$ cat src/rtl/bitplane_fetch_if.sv
// Load-handshake and memory-read bundle between the LED sequencer side and bitplane_fetch.
// Signals: load_rq/plane/address in, data_ready/data_out/busy back;
//          mem_rd/mem_addr out to frame memory, mem_rdata back from it.
// plane carries the bit-plane index (the requester's "bit" field).
interface bitplane_fetch_if #(
    parameter int ADDR_W   = 11,
    parameter int NUM_LEDS = 8,
    parameter int BIT_W    = 4
);
    logic                load_rq;
    logic [BIT_W-1:0]    plane;
    logic [ADDR_W-1:0]   address;
    logic                data_ready;
    logic [NUM_LEDS-1:0] data_out;
    logic                busy;
    logic                mem_rd;
    logic [ADDR_W-1:0]   mem_addr;
    logic [7:0]          mem_rdata;

    // master: the sequencer plus the frame memory it sits beside
    modport master (
        output load_rq, plane, address, mem_rdata,
        input  data_ready, data_out, busy, mem_rd, mem_addr
    );

    // slave: the fetch engine
    modport slave (
        input  load_rq, plane, address, mem_rdata,
        output data_ready, data_out, busy, mem_rd, mem_addr
    );
endinterface

$ cat src/rtl/bitplane_fetch.sv
// Fetches NUM_LEDS bytes from frame memory and packs one bit plane into an LED-wide word.
// Latency: data_ready at NUM_LEDS+MEM_LAT+1 clocks after the synchronized request rises.
// Backpressure: none on memory; 4-phase handshake, data_ready drops one clock after req_s falls.
// Ports: clock, rst_n (async active-low), bus (slave modport of bitplane_fetch_if).
module bitplane_fetch #(
    parameter int ADDR_W      = 11,
    parameter int NUM_LEDS    = 8,
    parameter int BIT_W       = 4,
    parameter int MEM_LAT     = 1,
    parameter int SYNC_STAGES = 2
) (
    input  logic           clock,
    input  logic           rst_n,
    bitplane_fetch_if.slave bus
);
    localparam int CNT_W = $clog2(NUM_LEDS + 1);
    localparam int IDX_W = (NUM_LEDS > 1) ? $clog2(NUM_LEDS) : 1;
    localparam logic [CNT_W-1:0] LAST = CNT_W'(NUM_LEDS - 1);
    localparam logic [CNT_W-1:0] FULL = CNT_W'(NUM_LEDS);

    typedef enum logic [1:0] {IDLE, ISSUE, DRAIN, DONE} state_t;
    state_t state_q, state_d;

    logic [SYNC_STAGES-1:0] sync_q;
    logic [SYNC_STAGES-1:0] warm_q;
    logic                   req_s, req_s_d, armed;
    logic                   start, abort, finish;

    logic [BIT_W-1:0]    bit_c;
    logic [ADDR_W-1:0]   base_c;
    logic [CNT_W-1:0]    issue_cnt, ret_cnt;
    logic [NUM_LEDS-1:0] shadow, shadow_nxt, data_out_q;
    logic [MEM_LAT-1:0]  vld_pipe;
    logic                ret_vld, ret_bit, accept, fill_done;

    assign req_s = sync_q[SYNC_STAGES-1];

    // warm_q marks when the synchronizer holds real samples; a request that
    // was already high at reset release must be seen low before it can arm.
    always_ff @(posedge clock or negedge rst_n) begin
        if (!rst_n) begin
            sync_q  <= '0;
            warm_q  <= '0;
            req_s_d <= 1'b0;
            armed   <= 1'b0;
        end else begin
            sync_q  <= {sync_q[SYNC_STAGES-2:0], bus.load_rq};
            warm_q  <= {warm_q[SYNC_STAGES-2:0], 1'b1};
            req_s_d <= req_s;
            if (warm_q[SYNC_STAGES-1] && !req_s) armed <= 1'b1;
        end
    end

    assign start     = (state_q == IDLE) && armed && req_s && !req_s_d;
    assign ret_vld   = vld_pipe[MEM_LAT-1];
    assign ret_bit   = (32'(bit_c) < 32'd8) ? bus.mem_rdata[bit_c[2:0]] : 1'b0;
    assign accept    = ret_vld && (state_q == ISSUE || state_q == DRAIN) && !abort;
    // Look ahead by one return so the word is ready the cycle after the last byte lands.
    assign fill_done = (ret_cnt == FULL) || (ret_vld && ret_cnt == LAST);

    always_comb begin
        shadow_nxt = shadow;
        if (accept && ret_cnt < FULL) shadow_nxt[ret_cnt[IDX_W-1:0]] = ret_bit;
    end

    always_ff @(posedge clock or negedge rst_n) begin
        if (!rst_n) state_q <= IDLE;
        else        state_q <= state_d;
    end

    always_comb begin
        state_d = state_q;
        abort   = 1'b0;
        finish  = 1'b0;
        case (state_q)
            IDLE:  if (start) state_d = ISSUE;
            ISSUE: begin
                if (!req_s) begin
                    abort   = 1'b1;
                    state_d = IDLE;
                end else if (issue_cnt == LAST) begin
                    state_d = DRAIN;
                end
            end
            DRAIN: begin
                if (!req_s) begin
                    abort   = 1'b1;
                    state_d = IDLE;
                end else if (fill_done) begin
                    finish  = 1'b1;
                    state_d = DONE;
                end
            end
            DONE:  if (!req_s) state_d = IDLE;
            default: state_d = IDLE;
        endcase
    end

    always_ff @(posedge clock or negedge rst_n) begin
        if (!rst_n) begin
            bit_c      <= '0;
            base_c     <= '0;
            issue_cnt  <= '0;
            ret_cnt    <= '0;
            shadow     <= '0;
            data_out_q <= '0;
            vld_pipe   <= '0;
        end else begin
            if (start) begin
                bit_c     <= bus.plane;
                base_c    <= bus.address;
                issue_cnt <= '0;
                ret_cnt   <= '0;
                shadow    <= '0;
            end else begin
                if (state_q == ISSUE) issue_cnt <= issue_cnt + 1'b1;
                if (accept) begin
                    shadow  <= shadow_nxt;
                    ret_cnt <= ret_cnt + 1'b1;
                end
            end
            // An abort flushes everything still in flight.
            if (abort) begin
                vld_pipe <= '0;
            end else begin
                vld_pipe[0] <= (state_q == ISSUE);
                for (int i = 1; i < MEM_LAT; i++) vld_pipe[i] <= vld_pipe[i-1];
            end
            if (finish) data_out_q <= shadow_nxt;
        end
    end

    assign bus.mem_rd     = (state_q == ISSUE);
    assign bus.mem_addr   = (state_q == ISSUE) ? base_c + ADDR_W'(issue_cnt) : '0;
    assign bus.busy       = (state_q == ISSUE) || (state_q == DRAIN);
    assign bus.data_ready = (state_q == DONE);
    assign bus.data_out   = data_out_q;
endmodule

$ cat src/flat_wrapper.sv
// flat-port wrapper written by rule: the top's interface ports become plain ports
module bitplane_fetch_flat 
#(
    parameter int ADDR_W      = 11,
    parameter int NUM_LEDS    = 8,
    parameter int BIT_W       = 4,
    parameter int MEM_LAT     = 1,
    parameter int SYNC_STAGES = 2
)
  (clock, rst_n, bus_load_rq, bus_plane, bus_address, bus_mem_rdata, bus_data_ready, bus_data_out, bus_busy, bus_mem_rd, bus_mem_addr);
  bitplane_fetch_if #(.ADDR_W(ADDR_W), .NUM_LEDS(NUM_LEDS), .BIT_W(BIT_W)) bus_i ();
  input  logic clock;
  input  logic rst_n;
  input wire logic [$bits(bus_i.load_rq)-1:0] bus_load_rq;
  input wire logic [$bits(bus_i.plane)-1:0] bus_plane;
  input wire logic [$bits(bus_i.address)-1:0] bus_address;
  input wire logic [$bits(bus_i.mem_rdata)-1:0] bus_mem_rdata;
  output wire logic [$bits(bus_i.data_ready)-1:0] bus_data_ready;
  output wire logic [$bits(bus_i.data_out)-1:0] bus_data_out;
  output wire logic [$bits(bus_i.busy)-1:0] bus_busy;
  output wire logic [$bits(bus_i.mem_rd)-1:0] bus_mem_rd;
  output wire logic [$bits(bus_i.mem_addr)-1:0] bus_mem_addr;
  assign bus_i.load_rq = bus_load_rq;
  assign bus_i.plane = bus_plane;
  assign bus_i.address = bus_address;
  assign bus_i.mem_rdata = bus_mem_rdata;
  assign bus_data_ready = bus_i.data_ready;
  assign bus_data_out = bus_i.data_out;
  assign bus_busy = bus_i.busy;
  assign bus_mem_rd = bus_i.mem_rd;
  assign bus_mem_addr = bus_i.mem_addr;
  bitplane_fetch #(.ADDR_W(ADDR_W), .NUM_LEDS(NUM_LEDS), .BIT_W(BIT_W), .MEM_LAT(MEM_LAT), .SYNC_STAGES(SYNC_STAGES)) u_core (.clock(clock), .rst_n(rst_n), .bus(bus_i));
endmodule
$ cat config.mk
export PLATFORM = sky130hd
export DESIGN_NAME = bitplane_fetch_flat
export DESIGN_NICKNAME = d
export VERILOG_FILES = /design/src/rtl/bitplane_fetch_if.sv /design/src/rtl/bitplane_fetch.sv /design/src/flat_wrapper.sv
export SDC_FILE = /design/constraint.sdc
export NUM_CORES = 1
export LEC_CHECK = 0
export CORE_MARGIN = 3
export CORE_UTILIZATION = 45
export CTS_CLUSTER_DIAMETER = 30
export DETAILED_ROUTE_END_ITERATION = 12
export MAX_ROUTING_LAYER = met4
export PLACE_DENSITY = 0.73
export SYNTH_ARGS = -nofsm -noshare
export SYNTH_HDL_FRONTEND = slang
export SYNTH_SLANG_ARGS = --single-unit
$ cat constraint.sdc
create_clock -name clock -period 2.21 [get_ports clock]
set_input_delay 0.3315 -clock clock [delete_from_list [all_inputs] [get_ports clock]]
set_output_delay 0.3315 -clock clock [all_outputs]
set_load 0.1 [all_outputs]
==> results.txt <==
- Hold Worst Slack: 0.118 ns
* Total nets after synthesis: 307
* CTS H-Tree Depth: 2
- Number of buffers added by the clock tree synthesis step: 5
* Largest buffer count on any clock path: 2
* Die Y-Extent: 81.2 µm
- Leading post-synthesis cells by instance count: 55 x nand2_1, 48 x dfrtp_1, 15 x nor2_1
* Count of TritonRoute iterations in the first routing pass: 4
- CTS tree: yes
* Data required, critical path: 1.88 ns
* Half-perimeter wire length after detailed placement: 4060 µm
- The max-slew violation count is 0.
- The number of antenna diodes in the final layout is 0.
- Setup slack on the critical path of the routed design comes to -0.301 ns.
- Buffer type at the clock tree root: clkbuf_8
- Power density relative to cell area: 1640 nW/µm²
- Tightest Hold Check Type: in2async
* Setup CP Type: reg2out
- Crit path DAT: 2.18 ns
- Wire length of the first global-routing pass: 9830 µm
* Total chip power: 5.86 mW
- Yosys mapped the design onto 41 distinct sky130hd cell types.
- The number of antenna violations at the first check in global routing was 0.
* Biggest area contributors in the synthesized netlist: dfrtp_1 47%, nand2_1 8.1%, ha_1 5.4%, nand4_1 3.2%, o21ai_0 2.8%
- Ordered cell list for the critical path: ha_4 > fa_2 > a21o_1 > a21oi_4 > nor3b_4 > mux2i_4 > buf_12
- I/O Pins: 48
* GR Util All Layers: 19.7%
- In the final layout, the share of cells above drive strength 1 is 25.2%.
- DRC violation count after routing: 0
- Summed over all layers, the global routing overflow is 0.
* Number of hold buffers added after CTS: 0
- Least-Margin Pin Slew: 0.575 ns
- Master of the slowest instance on the critical path: dfrtp_1
* Final estimated routing congestion in global placement: 0.816
- Detailed router's first-iteration violation count: 113
- Worst-case vdd ir drop: 1.05 mV
- Setup violations remaining at the end of the flow were counted as 7.
* Main flop type after synthesis: dfrtp_1
- The number of global-route vias before repair came to 2113.
- The checks that failed: negative setup slack.
- Entering global routing, the biggest net connects 49 pins.
- The share of synthesized area in the top cell type comes to 47.2%.
* Vias per inst: 5.31
- Cell row count: 26
- Post-synth EDFFs: 0
- The routed design has 5820 µm of wire.
- For this run, the register share of the synthesized area comes to 47.2%.
- Before CTS, the worst setup slack after placement is 0.00835 ns.
- Synthesis-to-finish area growth: 40.3%
- Max Cap Viol: 0
- The routed layout has 2101 vias.
* Slowest Stage Delay on Critical Path: 0.42 ns
* Total of warnings raised by yosys: 0
- CORE AREA: 5270 µm²
- RSZ-0062 raised after global routing: yes
* Worst setup skew after layout: 0.00680 ns
- The smallest clock period supported by the final layout is computed as 2.51 ns.
- Share of synthesized flip-flops with an asynchronous set or reset: 100%
* Final ANT Viol Nets: 0
- In the final design database the tool counted 363 nets.
- During placement, the flow inserted port buffers numbering 47.
- In the final routed layout, each cell accounts on average for 14.7 µm.
- Most numerous cell in the Yosys netlist: nand2_1
- The flow ran to the end, but the final reports show violations.
- Sink Count: 48
- CTS clk-pin slew, worst paths: 0.08 ns
* Endpoint kind of the worst setup timing path: output port
- Of all cell types, the one taking the most synthesized area is dfrtp_1.
- Standby leakage power: 1.63 nW
- Clock latency on the worst-skew pair, taken at its later pin, is 0.29 ns.
- Max_slew headroom: 61.7%
- Along the worst path, the maximum fanout reaches 6.
- The die covers 6590 µm².
* Cell area after technology mapping: 2540 µm²
* Total of flip-flops plus latches after synthesis: 48
- Once the floorplan was initialized, standard cells occupied 48.2% of the core.
- Average footprint of a synthesized cell: 9.45 µm²
- Gate count after technology mapping: 269
- Critical path startpoint category: flip-flop
- The die is 81.2 µm wide.
- Derived from the worst setup path, the maximum achievable clock frequency is 398 MHz.
- Fin crit share: 114%
- The final hold violation count came to 0.
## cell usage in the layout (no fill, tap or decap), types with 6 or more instances in the layout
cell and n:
nand2_1 55, dfrtp_1 45, clkdlybuf4s50_1 24, buf_4 23
nor2_1 14, nand4_1 13, buf_12 13, a21oi_1 10
nand3_1 9, o21ai_0 9, inv_1 8, o31ai_1 6
clkbuf_8 6
## cell type report
type	count	area, µm²
Multi-Input combinational cell	201	1480
Inverter	8	30.0
Clock buffer	8	90.1
Tap cell	70	87.6
Fill cell	433	1700
Sequential cell	48	1200
Timing Repair Buffer	61	678
## worst max-delay path: cells and delay by family, from the launching register on
kind                       cells  cell delay (ns)
DFF                            1             0.42
buffers and inverters          1             0.20
AOI/OAI and AO/OA              2             0.47
muxes                          1             0.20
adders and majority gates      2             0.51
and+or+nand+nor                1             0.09
## stage by stage
stage          TNS, ns  util, %  instance area [µm²]  std cells
6_report         -1.71     67.7                 3570        396
5_1_grt          -2.43     67.7                 3570        396
4_1_cts          -1.79     66.7                 3520        394
3_5_place_dp         0     63.6                 3350        381
3_3_place_gp         0     63.6                 3350        381
2_1_floorplan   -0.683        -                 2690        269
## registers in the layout (all words and copies together) (netlist names)
signal / cells
u_core.issue_cnt: 4
u_core.req_s_d: 1
u_core.shadow: 8
u_core.sync_q: 2
u_core.bit_c: 4
u_core.ret_vld: 1
u_core.bus.data_out: 8
u_core.warm_q: 2
u_core.armed: 1
u_core.ret_cnt: 4
u_core.state_q: 2
u_core.base_c: 11
## per-layer routing
layer	part of all wire [%]	vias to the layer above	track usage, %
li1	-	1042	-
met1	43	1000	24.5
met2	52	53	32.6
met3	4.3	6	3.99
met4	0.53	0	6.08
met5	0	-	-
## what timing repair did
action	in CTS	in global routing
gates resized for setup	8	6
setup buffers	5	2
endpoints found under the setup margin	8	9
pin swaps	11	10
## path summary, 6_finish.rpt
| path | cells after the start | from | slack (ns) | endpoint |
|---|---|---|---|---|
| min in group clock | 0 | u_core.warm_q[0] | 0.36 | u_core.warm_q[1] |
| worst min register to register | 0 | u_core.warm_q[0] | 0.36 | u_core.warm_q[1] |
| worst min-delay path | 2 | rst_n | 0.12 | u_core.bus.data_out[7] |
| max in group asynchronous | 2 | rst_n | 1.68 | u_core.base_c[1] |
| worst max register to register | 6 | u_core.state_q[0] | 0.25 | u_core.bus.data_out[1] |
| worst max-delay path | 7 | u_core.issue_cnt[0] | -0.30 | bus_mem_addr[10] |
## cell families (layout without fill, tap and decap cells)
family          Yosys count  in the layout  share of synthesized area (%)
simple gates            121            121                           23.0
compound gates           52             52                           13.9
flops                    48             48                           47.2
buf+inv                  20             77                           3.20
fa+ha+maj                12             12                           6.20
mux                       8              8                           3.84
xor+xnor                  7              7                           2.41
other cells               1              1                          0.147
## power breakdown
| part | switching (mW) | total [mW] | leakage [nW] | internal (mW) |
|---|---|---|---|---|
| Combinational | 2.34 | 3.94 | 0.970 | 1.60 |
| Clock | 0.264 | 0.519 | 0.0455 | 0.255 |
| Sequential | 0.288 | 1.40 | 0.615 | 1.12 |
Note: power is estimated with default switching activity, not from simulation.
